## src/rtl/addx_seq_pkg.sv

```systemverilog
`default_nettype none
// ---------------------------------------------------------------------------
// Module : addx_seq_pkg
// Brief  : Shared constants for the addx_seq modular add/sub sequencer.
// Rev    : 1.0  initial release
// ---------------------------------------------------------------------------
package addx_seq_pkg;

  localparam int LANES        = 4;
  localparam int DRAIN_CYCLES = 2;

  localparam logic [1:0] ST_IDLE  = 2'd0;
  localparam logic [1:0] ST_RUN   = 2'd1;
  localparam logic [1:0] ST_DRAIN = 2'd2;

  function automatic int lane_lsb(input int lane, input int width);
    return lane * width;
  endfunction

endpackage
`default_nettype wire

```

## src/rtl/addx_lane.sv

```systemverilog
`default_nettype none
// ---------------------------------------------------------------------------
// Module : addx_lane
// Brief  : Two-stage modular add/subtract for a single lane (operands < q).
// Rev    : 1.0  initial release
// ---------------------------------------------------------------------------
module addx_lane #(
  parameter int MODULUS_WIDTH = 35
) (
  input  logic                     clk,
  input  logic                     rst,
  input  logic                     i_ld1,
  input  logic                     i_ld2,
  input  logic [MODULUS_WIDTH-1:0] i_a,
  input  logic [MODULUS_WIDTH-1:0] i_b,
  input  logic [MODULUS_WIDTH-1:0] i_q,
  input  logic                     i_neg,
  output logic [MODULUS_WIDTH-1:0] o_r
);

  logic [MODULUS_WIDTH:0] r_sum;
  logic [MODULUS_WIDTH:0] r_dif;
  logic                   r_neg;
  logic [MODULUS_WIDTH:0] w_qx;
  logic [MODULUS_WIDTH:0] w_sel;

  assign w_qx  = {1'b0, i_q};
  assign w_sel = r_neg ? r_dif : r_sum;

  // a+q-b stays in (0, 2q) for in-range operands, so one conditional subtract suffices
  always_ff @(posedge clk or posedge rst) begin
    if (rst) begin
      r_sum <= '0;
      r_dif <= '0;
      r_neg <= 1'b0;
      o_r   <= '0;
    end else begin
      if (i_ld1) begin
        r_sum <= {1'b0, i_a} + {1'b0, i_b};
        r_dif <= {1'b0, i_a} + w_qx - {1'b0, i_b};
        r_neg <= i_neg;
      end
      if (i_ld2) begin
        o_r <= (w_sel >= w_qx) ? (w_sel[MODULUS_WIDTH-1:0] - i_q) : w_sel[MODULUS_WIDTH-1:0];
      end
    end
  end

endmodule
`default_nettype wire

```

## src/rtl/addx_seq.sv

```systemverilog
`default_nettype none
// ---------------------------------------------------------------------------
// Module : addx_seq
// Brief  : Per-lane modular add/sub of o1/o2 groups, sequential C1 URAM writes.
//          Optional operand range check enabled by ADDX_RANGE_CHECK_EN.
// Rev    : 1.0  initial release
// ---------------------------------------------------------------------------
module addx_seq
  import addx_seq_pkg::*;
#(
  parameter int DATA_WIDTH    = 64,
  parameter int MODULUS_WIDTH = 35,
  parameter int ADDR_WIDTH    = 12,
  parameter int NUM_BEATS     = 2048
) (
  input  logic                          clk,
  input  logic                          rst,
  input  logic                          i_en,
  input  logic                          i_start,
  input  logic [MODULUS_WIDTH-1:0]      i_modulus,
  input  logic [3:0]                    i_n,
  input  logic [LANES*DATA_WIDTH-1:0]   i_data_o1,
  input  logic [LANES*DATA_WIDTH-1:0]   i_data_o2,
  input  logic                          i_valid,
  input  logic                          i_negate,
  output logic [LANES*DATA_WIDTH-1:0]   o_data_c1,
  output logic [ADDR_WIDTH-1:0]         o_addr_c1,
  output logic                          o_we_c1,
  output logic [3:0]                    o_n_c1,
  output logic                          o_busy,
  output logic                          o_done,
  output logic                          o_err
);

  localparam int                    DRAIN_W = (DRAIN_CYCLES > 1) ? $clog2(DRAIN_CYCLES) : 1;
  localparam logic [ADDR_WIDTH-1:0] C_LAST  = ADDR_WIDTH'(NUM_BEATS - 1);
  localparam logic [DRAIN_W-1:0]    C_DEND  = DRAIN_W'(DRAIN_CYCLES - 1);

  logic [1:0]               r_state;
  logic [ADDR_WIDTH-1:0]    r_beat;
  logic [ADDR_WIDTH-1:0]    r_addr1;
  logic [DRAIN_W-1:0]       r_drain;
  logic                     r_v1;
  logic                     r_last1;
  logic                     w_accept;
  logic                     w_ld2;
  logic [MODULUS_WIDTH-1:0] w_r [LANES];
  logic                     w_unused_hi;

  assign w_accept = i_en & ~i_start & i_valid & (r_state == ST_RUN);
  assign w_ld2    = i_en & ~i_start & r_v1;
  assign o_busy   = (r_state != ST_IDLE);

  for (genvar k = 0; k < LANES; k++) begin : g_lane
    localparam int LSB = lane_lsb(k, DATA_WIDTH);
    addx_lane #(.MODULUS_WIDTH(MODULUS_WIDTH)) u_lane (
      .clk   (clk),
      .rst   (rst),
      .i_ld1 (w_accept),
      .i_ld2 (w_ld2),
      .i_a   (i_data_o1[LSB +: MODULUS_WIDTH]),
      .i_b   (i_data_o2[LSB +: MODULUS_WIDTH]),
      .i_q   (i_modulus),
      .i_neg (i_negate),
      .o_r   (w_r[k])
    );
  end

  always_comb begin
    o_data_c1   = '0;
    w_unused_hi = 1'b0;
    for (int k = 0; k < LANES; k++) begin
      o_data_c1[k*DATA_WIDTH +: MODULUS_WIDTH] = w_r[k];
      w_unused_hi = w_unused_hi
                  ^ (^i_data_o1[k*DATA_WIDTH+MODULUS_WIDTH +: DATA_WIDTH-MODULUS_WIDTH])
                  ^ (^i_data_o2[k*DATA_WIDTH+MODULUS_WIDTH +: DATA_WIDTH-MODULUS_WIDTH]);
    end
  end

`ifdef ADDX_RANGE_CHECK_EN
  logic w_oor;
  always_comb begin
    w_oor = 1'b0;
    for (int k = 0; k < LANES; k++) begin
      if ((i_data_o1[k*DATA_WIDTH +: MODULUS_WIDTH] >= i_modulus) ||
          (i_data_o2[k*DATA_WIDTH +: MODULUS_WIDTH] >= i_modulus)) begin
        w_oor = 1'b1;
      end
    end
  end
`endif

  always_ff @(posedge clk or posedge rst) begin
    if (rst) begin
      r_state   <= ST_IDLE;
      r_beat    <= '0;
      r_addr1   <= '0;
      r_drain   <= '0;
      r_v1      <= 1'b0;
      r_last1   <= 1'b0;
      o_addr_c1 <= '0;
      o_we_c1   <= 1'b0;
      o_n_c1    <= '0;
      o_done    <= 1'b0;
      o_err     <= 1'b0;
    end else if (!i_en) begin
      r_state <= ST_IDLE;
      r_v1    <= 1'b0;
      o_we_c1 <= 1'b0;
      o_done  <= 1'b0;
    end else begin
      // a start squashes both in-flight slots: r_v1 and the write it would produce
      r_v1    <= w_accept;
      r_last1 <= w_accept & (r_beat == C_LAST);
      o_we_c1 <= w_ld2;
      o_done  <= w_ld2 & r_last1;
      if (w_ld2) begin
        o_addr_c1 <= r_addr1;
      end
      if (w_accept) begin
        r_addr1 <= r_beat;
        r_beat  <= r_beat + 1'b1;
      end
      if (i_start) begin
        r_state <= ST_RUN;
        r_beat  <= '0;
        r_drain <= '0;
        o_n_c1  <= i_n;
        if (r_state == ST_IDLE) begin
          o_err <= 1'b0;
        end
      end else begin
        case (r_state)
          ST_IDLE: begin
            if (i_valid) o_err <= 1'b1;
          end
          ST_RUN: begin
            if (w_accept && (r_beat == C_LAST)) begin
              r_state <= ST_DRAIN;
              r_drain <= '0;
            end
          end
          ST_DRAIN: begin
            if (i_valid) o_err <= 1'b1;
            if (r_drain == C_DEND) r_state <= ST_IDLE;
            else                   r_drain <= r_drain + DRAIN_W'(1);
          end
          default: r_state <= ST_IDLE;
        endcase
      end
`ifdef ADDX_RANGE_CHECK_EN
      if (w_accept && w_oor) o_err <= 1'b1;
`endif
    end
  end

endmodule
`default_nettype wire

```

## config.mk

```make
export PLATFORM = sky130hd
export DESIGN_NAME = addx_seq
export DESIGN_NICKNAME = d
export VERILOG_FILES = /design/src/rtl/addx_seq_pkg.sv /design/src/rtl/addx_lane.sv /design/src/rtl/addx_seq.sv
export SDC_FILE = /design/constraint.sdc
export NUM_CORES = 2
export LEC_CHECK = 0
export CAP_MARGIN = 20
export CORE_AREA = 2 2 320 322
export CTS_CLUSTER_DIAMETER = 120
export CTS_CLUSTER_SIZE = 25
export DETAILED_ROUTE_END_ITERATION = 8
export DIE_AREA = 0 0 322 324
export PLACE_DENSITY = 0.73
export SYNTH_ARGS = -nofsm -noshare
export SYNTH_HDL_FRONTEND = slang
export SYNTH_SLANG_ARGS = --single-unit
```

## constraint.sdc

```tcl
create_clock -name clk -period 47.4 [get_ports clk]
set_input_delay 9.48 -clock clk [delete_from_list [all_inputs] [get_ports clk]]
set_output_delay 9.48 -clock clk [all_outputs]
set_load 0.02 [all_outputs]
```

==> summary.txt <==
Critical path
  • Max stage delay on crit path: 0.60 ns
  • CP Cell Sequence: clkdlybuf4s50_1 -> buf_4 -> ha_1 -> inv_1 -> fa_1 -> a211oi_1 -> nor2_1 -> o221ai_1 -> a21oi_1 -> nor3_2 -> nor2_1 -> or3_1 -> a31oi_4 -> buf_4 -> mux2i_1 -> o21ai_0
  • Required @ worst endpoint: 47.86 ns
  • Worst Path Arrival: 14.33 ns
  • Critical path endpoint category: flop
  • Slowest cell on the critical path: a31oi_4
  • WS Path Type: in2reg
  • CP startpoint kind: input pin
  • CP Max Fanout: 40

Pwr
  • PwrDens: 43.08 nW/um^2
  • Leak: 25.45 nW
  • VDD IR-drop max: 0.02736 mV

Timing
  • FMAX: 72.10 MHz
  • Max Clock Skew: 0.02582 ns
  • Unrepaired setup endpoints after global routing: false
  • Worst rel slew slack: 0.2988
  • Slew Viols, Final: 0
  • Total negative slack: 0 ns
  • Worst slew pin tran: 1.052 ns
  • Final hold violation count: 0
  • Crit path time final: 13.87 ns
  • Setup violators final: 0
  • Final worst path period share: 0.2926

Placement
  • Dpl cell area: 51230 um^2
  • RePlAce Congestion: 0.9510
  • Final HPWL DP: 112200 um
  • Placed Cells incl. Taps: 7122
  • IO buf count: 484

CTS
  • Clock Path Buffers: 3
  • CTS Buf Count: 25
  • Post-CTS setup buffers: 0
  • CTS H-tree lvls: 1
  • CTS resizes: 0
  • Clock transition at path regs: 0.11 ns
  • Sink Count: 477
  • Clk_lat worst skew: 0.62 ns
  • Clk root buf: clkbuf_16
  • Hold Buf Count CTS: 0
  • CTS tree: built

Cells and area
  • Fill cells: 9515
  • Final Cell Area: 52040 um^2
  • Synthesis-to-finish area growth: 14.74%
  • Sequential cell area: 11940 um^2
  • Fin cells: 7162
  • Area of the multi-input gates: 30290 um^2
  • Layout cell share with drive strength beyond 1: 0.05164
  • Nets: 6971

Drt
  • DR WL/cell: 20.14 um
  • Final ANT Viol Nets: 0
  • Met3 wire len: 10840 um
  • DR pass1 iterations: 7
  • Metal1 wirelength: 65620 um
  • Final wirelength: 144200 um
  • Top layer in use: met5
  • DRC: 0
  • Routed vias: 39840
  • Drt initial violations: 3009
  • Routed wl met2: 62990 um
  • DR vias/cell: 5.563

Synth
  • Most used DFF post-synth: dfrtp_1
  • Post-synth ARST share: 1.000
  • Post-Syn Area: 45350 um^2
  • Synth top area share: 0.2632
  • EDFF count, synth: 0
  • Syn Inst Count: 5437
  • Largest area contributor in the netlist: dfrtp_1
  • Post-synth cell types: 93
  • Avg Cell Area, Syn: 8.341 um^2
  • Syn. warnings: 0
  • Seq cells post-synth: 477
  • Dominant cells by area after synthesis: dfrtp_1 26%, ha_1 12%, fa_1 6.5%
  • Sequential share of the synthesized area: 0.2632

Hold path
  • Hold Path Class: reg2reg

Global route
  • Largest net degree at the start of global routing: 115
  • Initial antenna violation count: 22
  • Vias in the first global route: 37890
  • Overflow after GRT: 0
  • GRT Util Overall: 0.2706
  • First-pass GRT wire length: 217500 um

Die
  • Die Wd: 322 um
  • Area of the core: 101000 um^2
  • Initial Util: 0.4490
  • Die Ht: 324 um
  • Num ports: 833
  • Rows: 117
  • Die ar.: 104300 um^2

Run status
  • Status: complete, no violations

Job
  • Max cap viols: 0
[cell usage after synthesis, drive strengths merged, types with 7 or more instances]
cell     count
a41oi        8
buf        147
dfrtp      477
o21ai      573
a21oi      442
mux2       150
nor3        50
a31o        12
fa         148
a2111oi     16
nand4       40
and3        41
a211o       11
clkbuf     135
o21a        63
a31oi       43
o211ai      22
nor3b        7
and2        20
a221oi      10
o21bai      56
nor4        11
a21boi      12
xnor2      196
and4        12
a211oi      52
a21o       211
mux2i       59
nor2b       50
nor2       263
inv        548
nand3       79
xor2       163
nand3b      12
or3         15
nand2      681
nand2b      51
ha         425
o31ai       34
[cells by family after synthesis]
logic type               synth area share
XOR/XNOR                          0.06933
AND/OR/NAND/NOR                    0.1316
AO/OA/AOI/OAI                      0.2237
adder cells (fa/ha/maj)            0.1826
multiplexers                      0.05027
buffers and inverters             0.07921
flip-flops                         0.2632
other                          0.00008269
[power breakdown]
| part | leakage, nW | internal, W | switching, W | total [W] |
|---|---|---|---|---|
| Clock | 0.379 | 0.000110 | 0.000154 | 0.000264 |
| Sequential | 6.16 | 0.000532 | 0.0000816 | 0.000614 |
| Combinational | 18.9 | 0.000579 | 0.000784 | 0.00136 |
[cell type report]
| class | count | share of cell area |
|---|---|---|
| sequential | 477 | 0.2295 |
| tap | 1309 | 0.03147 |
| clock buffer | 25 | 0.01202 |
| timing repair buffer | 544 | 0.1021 |
| inverter | 549 | 0.03977 |
| clock inverter | 9 | 0.002789 |
| antenna | 5 | 0.0002404 |
| multi-input combinational | 4244 | 0.5821 |
[placed cells by master (no fill, tap or decap), drive strengths merged, types with 43 or more instances in the layout]
master,netlist,routed
a21oi,442,442
a21o,211,211
nand2b,51,51
dfrtp,477,477
mux2,150,150
mux2i,59,59
a31oi,43,43
xnor2,196,196
clkdlybuf4s50,0,484
inv,548,554
o21ai,573,573
ha,425,425
nand2,681,681
nor3,50,50
buf,147,60
fa,148,148
conb,1,116
a211oi,52,52
nor2b,50,50
nand3,79,79
nor2,263,263
xor2,163,163
o21bai,56,56
o21a,63,63
[path summary, 6_finish.rpt]
path                                                 end  slack, ns                   start  cells past startpoint
min in group asynchronous                          o_err       9.37                     rst                      2
worst min register to register              o_addr_c1[5]       0.47              r_addr1[5]                      2
worst max register to register  g_lane[1].u_lane.o_r[21]      41.17  g_lane[2].u_lane.r_neg                     18
worst max-delay path            g_lane[0].u_lane.o_r[29]      33.53            i_modulus[0]                     16
max in group asynchronous         g_lane[2].u_lane.r_neg      35.14                     rst                      5
worst min-delay path                        o_addr_c1[5]       0.47              r_addr1[5]                      2
[routing by layer]
metal,vias up,global-route usage
li1,19390,-
met1,19020,0.3827
met2,1228,0.4287
met3,180,0.03896
met4,18,0.07965
met5,-,0
[stage by stage]
step	worst slack, ns	hold WS (ns)	utilization	power, W
2_1_floorplan	24.61	0.4331	-	0.001567
3_3_place_gp	32.99	0.4482	0.5071	0.001943
3_5_place_dp	32.92	0.4544	0.5071	0.001968
4_1_cts	33.57	0.4819	0.5148	0.002242
5_1_grt	33.30	0.5004	0.5150	0.002418
6_report	33.53	0.4712	0.5152	0.002242
[registers in the layout (all words and copies together), names as in the netlist]
name and cells:
g_lane.u_lane.r_dif 144, g_lane.u_lane.r_sum 144, g_lane.u_lane.o_r 140, o_addr_c1 12, r_addr1 12, r_beat 12, o_n_c1 4, r_state 2
g_lane.u_lane.r_neg 1, o_done 1, o_err 1, o_we_c1 1, r_drain 1, r_last1 1, r_v1 1
[worst max-delay path, delay by kind of cell]
| kind | cells | cell delay, ns |
|---|---|---|
| compound gates | 5 | 1.37 |
| simple gates | 4 | 0.96 |
| mux | 1 | 0.48 |
| fa+ha+maj | 2 | 0.65 |
| buf+inv | 4 | 1.35 |
(Power assumes the default switching activity.)
